<file path="src/rtl/link_playback.sv">
// link_playback: replays a software-loaded BRAM buffer onto the 40 MHz link.
// Arms on a synchronised rising edge of start, waits for a BX match, a
// delayed L1A or nothing, then streams play_length words (optionally looped).
// Idle cycles carry idle_word with data_valid low.
module link_playback #(
    parameter int ADDR_W = 13,
    parameter int DATA_W = 32
) (
    input  logic              clk40,
    input  logic              rst,
    input  logic [1:0]        playback_mode_in,
    input  logic              L1A_in,
    input  logic [11:0]       L1A_offset_or_bx,
    input  logic              orbitSync,
    input  logic              start,
    input  logic              stop,
    input  logic              loop,
    input  logic [ADDR_W-1:0] play_length,
    input  logic [DATA_W-1:0] idle_word,
    output logic              waiting_for_trig,
    output logic              playing,
    output logic              ram_en,
    output logic [ADDR_W-1:0] ram_addr,
    input  logic [DATA_W-1:0] ram_dout,
    output logic [DATA_W-1:0] data_out,
    output logic              data_valid
);

    localparam logic [2:0] S_IDLE    = 3'd0;
    localparam logic [2:0] S_LATCH   = 3'd1;
    localparam logic [2:0] S_TRIGGER = 3'd2;
    localparam logic [2:0] S_DELAY   = 3'd3;
    localparam logic [2:0] S_START   = 3'd4;
    localparam logic [2:0] S_PLAY    = 3'd5;

    localparam logic [1:0] M_ABORT = 2'd0;
    localparam logic [1:0] M_BX    = 2'd1;
    localparam logic [1:0] M_L1A   = 2'd2;
    localparam logic [1:0] M_IMM   = 2'd3;

    logic [2:0]        r_state;
    logic [11:0]       r_orbit_cnt;
    logic [2:0]        r_start_sr;
    logic [1:0]        r_mode;
    logic [ADDR_W-1:0] r_len;
    logic              r_loop;
    logic [11:0]       r_dly_cnt;
    logic              r_rd_valid;

    logic              w_arm;
    logic [ADDR_W-1:0] w_last_addr;

    // sr[0], sr[1] synchronise the register-driven level; sr[2] is the
    // previous synced value, so the arm pulse is a single-cycle rising edge.
    assign w_arm = r_start_sr[1] & ~r_start_sr[2];

    // A held length of zero means the whole buffer.
    assign w_last_addr = (r_len == '0) ? '1 : (r_len - 1'b1);

    // Waiting covers both the trigger wait and the L1A delay countdown.
    assign waiting_for_trig = (r_state == S_TRIGGER) || (r_state == S_DELAY);
    assign playing          = ram_en;

    // Free-running orbit position, realigned by orbitSync.
    always_ff @(posedge clk40) begin
        if (rst)
            r_orbit_cnt <= '0;
        else if (orbitSync)
            r_orbit_cnt <= '0;
        else
            r_orbit_cnt <= r_orbit_cnt + 1'b1;
    end

    // Start synchroniser / edge history.
    always_ff @(posedge clk40) begin
        if (rst)
            r_start_sr <= '0;
        else
            r_start_sr <= {r_start_sr[1:0], start};
    end

    // Playback sequencer: arm, latch config, wait for trigger, stream addresses.
    always_ff @(posedge clk40) begin
        if (rst) begin
            r_state   <= S_IDLE;
            r_mode    <= M_ABORT;
            r_len     <= '0;
            r_loop    <= 1'b0;
            r_dly_cnt <= '0;
            ram_en    <= 1'b0;
            ram_addr  <= '0;
        end else if (stop && (r_state != S_IDLE)) begin
            r_state  <= S_IDLE;
            ram_en   <= 1'b0;
            ram_addr <= '0;
        end else begin
            case (r_state)
                S_IDLE: begin
                    ram_en   <= 1'b0;
                    ram_addr <= '0;
                    if (w_arm)
                        r_state <= S_LATCH;
                end
                S_LATCH: begin
                    // Configuration is frozen from here until back in IDLE.
                    r_mode  <= playback_mode_in;
                    r_len   <= play_length;
                    r_loop  <= loop;
                    r_state <= S_TRIGGER;
                end
                S_TRIGGER: begin
                    case (r_mode)
                        M_ABORT: r_state <= S_IDLE;
                        M_BX: begin
                            if (r_orbit_cnt == L1A_offset_or_bx)
                                r_state <= S_START;
                        end
                        M_L1A: begin
                            if (L1A_in) begin
                                r_dly_cnt <= '0;
                                r_state   <= S_DELAY;
                            end
                        end
                        M_IMM:   r_state <= S_START;
                        default: r_state <= S_IDLE;
                    endcase
                end
                S_DELAY: begin
                    // Counts 0..offset, i.e. offset+1 cycles spent here.
                    r_dly_cnt <= r_dly_cnt + 1'b1;
                    if (r_dly_cnt == L1A_offset_or_bx)
                        r_state <= S_START;
                end
                S_START: begin
                    ram_en   <= 1'b1;
                    ram_addr <= '0;
                    r_state  <= S_PLAY;
                end
                S_PLAY: begin
                    if (ram_addr == w_last_addr) begin
                        ram_addr <= '0;
                        if (!r_loop) begin
                            ram_en  <= 1'b0;
                            r_state <= S_IDLE;
                        end
                    end else begin
                        ram_addr <= ram_addr + 1'b1;
                    end
                end
                default: begin
                    ram_en   <= 1'b0;
                    ram_addr <= '0;
                    r_state  <= S_IDLE;
                end
            endcase
        end
    end

    // Output stage: BRAM data lands one cycle after the address, then is
    // registered onto the link; stop discards whatever is still in flight.
    always_ff @(posedge clk40) begin
        if (rst) begin
            r_rd_valid <= 1'b0;
            data_out   <= '0;
            data_valid <= 1'b0;
        end else begin
            r_rd_valid <= ram_en & ~stop;
            if (r_rd_valid) begin
                data_out   <= ram_dout;
                data_valid <= 1'b1;
            end else begin
                data_out   <= idle_word;
                data_valid <= 1'b0;
            end
        end
    end

endmodule

</file>
<file path="config.mk">
export PLATFORM = sky130hd
export DESIGN_NAME = link_playback
export DESIGN_NICKNAME = d
export VERILOG_FILES = /design/src/rtl/link_playback.sv
export SDC_FILE = /design/constraint.sdc
export NUM_CORES = 1
export LEC_CHECK = 0
export CAP_MARGIN = 20
export CORE_MARGIN = 2
export CORE_UTILIZATION = 50
export DETAILED_ROUTE_END_ITERATION = 8
export GPL_ROUTABILITY_DRIVEN = 0
export PLACE_DENSITY = 0.92
export SLEW_MARGIN = 10
export SYNTH_ARGS = -nofsm -noshare
export SYNTH_HDL_FRONTEND = slang
export SYNTH_SLANG_ARGS = --single-unit
</file>
<file path="constraint.sdc">
create_clock -name clk40 -period 6.6 [get_ports clk40]
set_input_delay 1.98 -clock clk40 [delete_from_list [all_inputs] [get_ports clk40]]
set_output_delay 1.98 -clock clk40 [all_outputs]
set_load 0.02 [all_outputs]
</file>
==> key figures <==
Yosys
  • Predominant post-synthesis flop cell: dfxtp_1
  • Post-Syn Nets: approximately 620
  • Most common cell in the netlist: dfxtp_1
  • Ys Warns: 0
  • #FFs+latches synth: between 90 and 100
  • Share of the synthesized area in the top cell type: between 40% and 50%
  • Post-synth EDFFs: 0
  • Distinct cells, synth: 45
  • Area of the mapped netlist: 0.00444 mm^2
  • Synth top area cells: dfxtp_1 42%, mux2i_1 7.7%, xor2_1 6.7%, nor2_1 5.7%, xnor2_1 5.5%
  • Synthesized area per cell: 8.56 um^2
  • Post-synthesis sequential area ratio: a little over two fifths
  • Fraction of registers with async set/reset: 0%
  • Most instantiated cells after synthesis: 94 x dfxtp_1, 68 x nor2_1, 59 x nand2_1
  • Synthesized netlist cell count: 519
  • Cell type with the highest aggregate area in the netlist: dfxtp_1

Clocking
  • Htree depth: 3
  • CTS tree: built
  • Post-CTS Setup Bufs: 0
  • CTS Buffer Depth: 2
  • CTS resizes: 0
  • Clk_lat worst skew: roughly 360 ps
  • CTS root buf: clkbuf_8
  • Clk slew on worst S/H paths: approximately 100 ps
  • Clock buffer count from CTS: 9
  • Clock sink count: 94
  • Hold-fix buffers, CTS: 0

Final layout
  • Layout fillers: roughly 650
  • Nets@finish: ~760
  • ANT cells: 0
  • Layout cells sized above 1: 3.95%
  • P&R area growth vs syn: 37.9%

Timing
  • Min Tclk post-route: 3940 ps
  • Crit share post-route: approximately three fifths
  • Hold Vio Cnt, Final: 0
  • Unrepaired setup endpoints after global routing: no
  • Clock skew: about 20 ps
  • Slew of the pin with the lowest slew margin: approximately 1000 ps
  • PnR worst setup slack: between 2000 and 3000 ps
  • Max_slew headroom: about a third
  • Setup TNS: 0 ps
  • Fmax: approximately 250 MHz
  • Fin. max-slew vios: 0
  • Setup violators final: 0

GRT
  • Largest net degree at the start of global routing: just under 60
  • First-pass GRT wire length: between 15,000 and 20,000 um
  • GRT Resource Usage Total: 24.5%
  • Total grt overflow: 0
  • Vias in the first global route: 4,172
  • Initial antenna violation count: 0

Worst setup path
  • Critical Path Source: r_state[1]$_SDFFE_PP0P_
  • Data arrival, critical path: 1960 ps
  • Capturing point of the worst reg2reg path: playing$_SDFFE_PP0P_
  • R2R cell count: 9
  • Crit path capture type: output port
  • Worst setup SP type: flip-flop
  • Critical path cell sequence: nor2b_1 -> clkdlybuf4s50_1
  • Largest stage delay, worst path: 690 ps
  • Crit path max fanout: 11
  • Critical-path top delay cell: clkdlybuf4s50_1
  • Setup CP Type: flip-flop to output port
  • Crit path required time: approximately 4600 ps
  • R2r startpoint: r_len[0]$_SDFFE_PP0P_
  • Register-to-Register Setup Slack: ~3700 ps

Drt
  • DRC Markers: 0
  • Top Metal Used: met4
  • Metal-1 WL: between 4000 and 5000 um
  • WL met3: 888 um
  • Met2 wire length: between 6000 and 7000 um
  • Total vias in the final route: ~4.2k
  • Drt total wl: between 10,000 and 15,000 um
  • TritonRoute pass-1 iters: 5
  • Starting DRC count in detailed routing: 199
  • ANT nets after route: 0
  • Via density: between 5 and 6
  • Drt wl/cell: between 15 and 20 um

Worst hold path
  • Hold EP: r_start_sr[1]$_SDFF_PP0_
  • Worst min path class: flip-flop to flip-flop
  • Hold path cells: 1
  • Hold path start: r_start_sr[0]$_SDFF_PP0_

Run
  • Max-cap violations: 0

Floorplan
  • Die area: 0.00966 mm^2
  • Die Wd: between 90 and 100 um
  • Rows: 34
  • I/O pins: approximately 150
  • Die Ht: between 90 and 100 um
  • Core Area: around 0.0087 mm^2
  • Initial core utilization: roughly 50%

Pwr
  • Lkg Pwr: roughly 0.0022 uW
  • Worst vdd ir: 0.124 mV
  • PD cells: around 200 mW/mm^2

Place
  • Port Buffers: roughly 150
  • Hpwl dp: ~9000 um
  • Setup WS pre-CTS: approximately 2400 ps

Status
  • Status: completed
## state kept, by name, indices dropped and copies added (netlist names), 2 cells and up
name         flops
ram_addr        13
data_out        32
r_len           13
r_start_sr       3
r_mode           2
r_dly_cnt       12
r_orbit_cnt     12
r_state          3
## cell usage in the layout, fill, tap and decap left out, types with 12 or more instances in the layout
master and instances:
clkdlybuf4s50_1 145, dfxtp_1 93, nor2_1 68, nand2_1 59, mux2i_1 34, xor2_1 34, a21oi_1 32, xnor2_1 28
nand3_1 22, o21ai_0 16, inv_1 13, nor3_1 12
## layer usage
metal  global-route usage, %  up-vias
li1                        -     2046
met3                    6.30       26
met2                    45.7      196
met5                       0        -
met4                    8.85        0
met1                    26.4     1972
## how the worst max path moves through the flow
stage	cells after the start	to	slack [ps]
after CTS	2	waiting_for_trig	2650
after global placement	6	r_dly_cnt[5]$_SDFFE_PP0P_	2570
after global routing	2	waiting_for_trig	2570
after floorplan	5	r_dly_cnt[9]$_SDFFE_PP0P_	3200
after detailed placement	7	r_dly_cnt[7]$_SDFFE_PP0P_	2420
final	2	waiting_for_trig	2660
## final cells by class
cell class                      count  area (um^2)  area share (%)
Timing Repair Buffer              148         1470            24.0
Inverter                           13         48.8           0.796
Multi-Input combinational cell    387         2410            39.4
Sequential cell                    94         1880            30.7
Clock inverter                      5         35.0           0.572
Tap cell                          108          135            2.20
Clock buffer                       11          141            2.31
## per-stage QoR
step	power (uW)	std cells	util, %	hold slack, ps	area [um^2]
4_1_cts	1210	766	70.6	441	6130
6_report	1210	766	70.6	434	6130
5_1_grt	1270	766	70.6	448	6130
3_5_place_dp	868	750	68.6	428	5950
2_1_floorplan	755	519	-	414	4440
3_3_place_gp	859	750	68.6	422	5950
## cell families after synthesis
kind of cell | count (synthesis) | share of synthesized area [%]
AO/OA/AOI/OAI | 74 | 10.3
XOR/XNOR | 62 | 12.2
adder cells (fa/ha/maj) | 4 | 1.13
buffers and inverters | 38 | 3.35
flip-flops | 94 | 42.3
multiplexers | 34 | 7.66
AND/OR/NAND/NOR | 213 | 23.0
## power by group
group | leakage (uW) | total (uW) | internal (uW) | switching (uW)
sequential | 0.000768 | 607 | 587 | 20.2
clock | 0.0000893 | 351 | 148 | 204
combinational | 0.00134 | 252 | 129 | 123
total | 0.00220 | 1210 | 864 | 347
## critical path, delay by kind of cell, from the launching register on
kind	cells	cell delay, ps
buffers and inverters	1	690
DFF	1	510
and+or+nand+nor	1	400
Power figures use the tool's default switching activity.
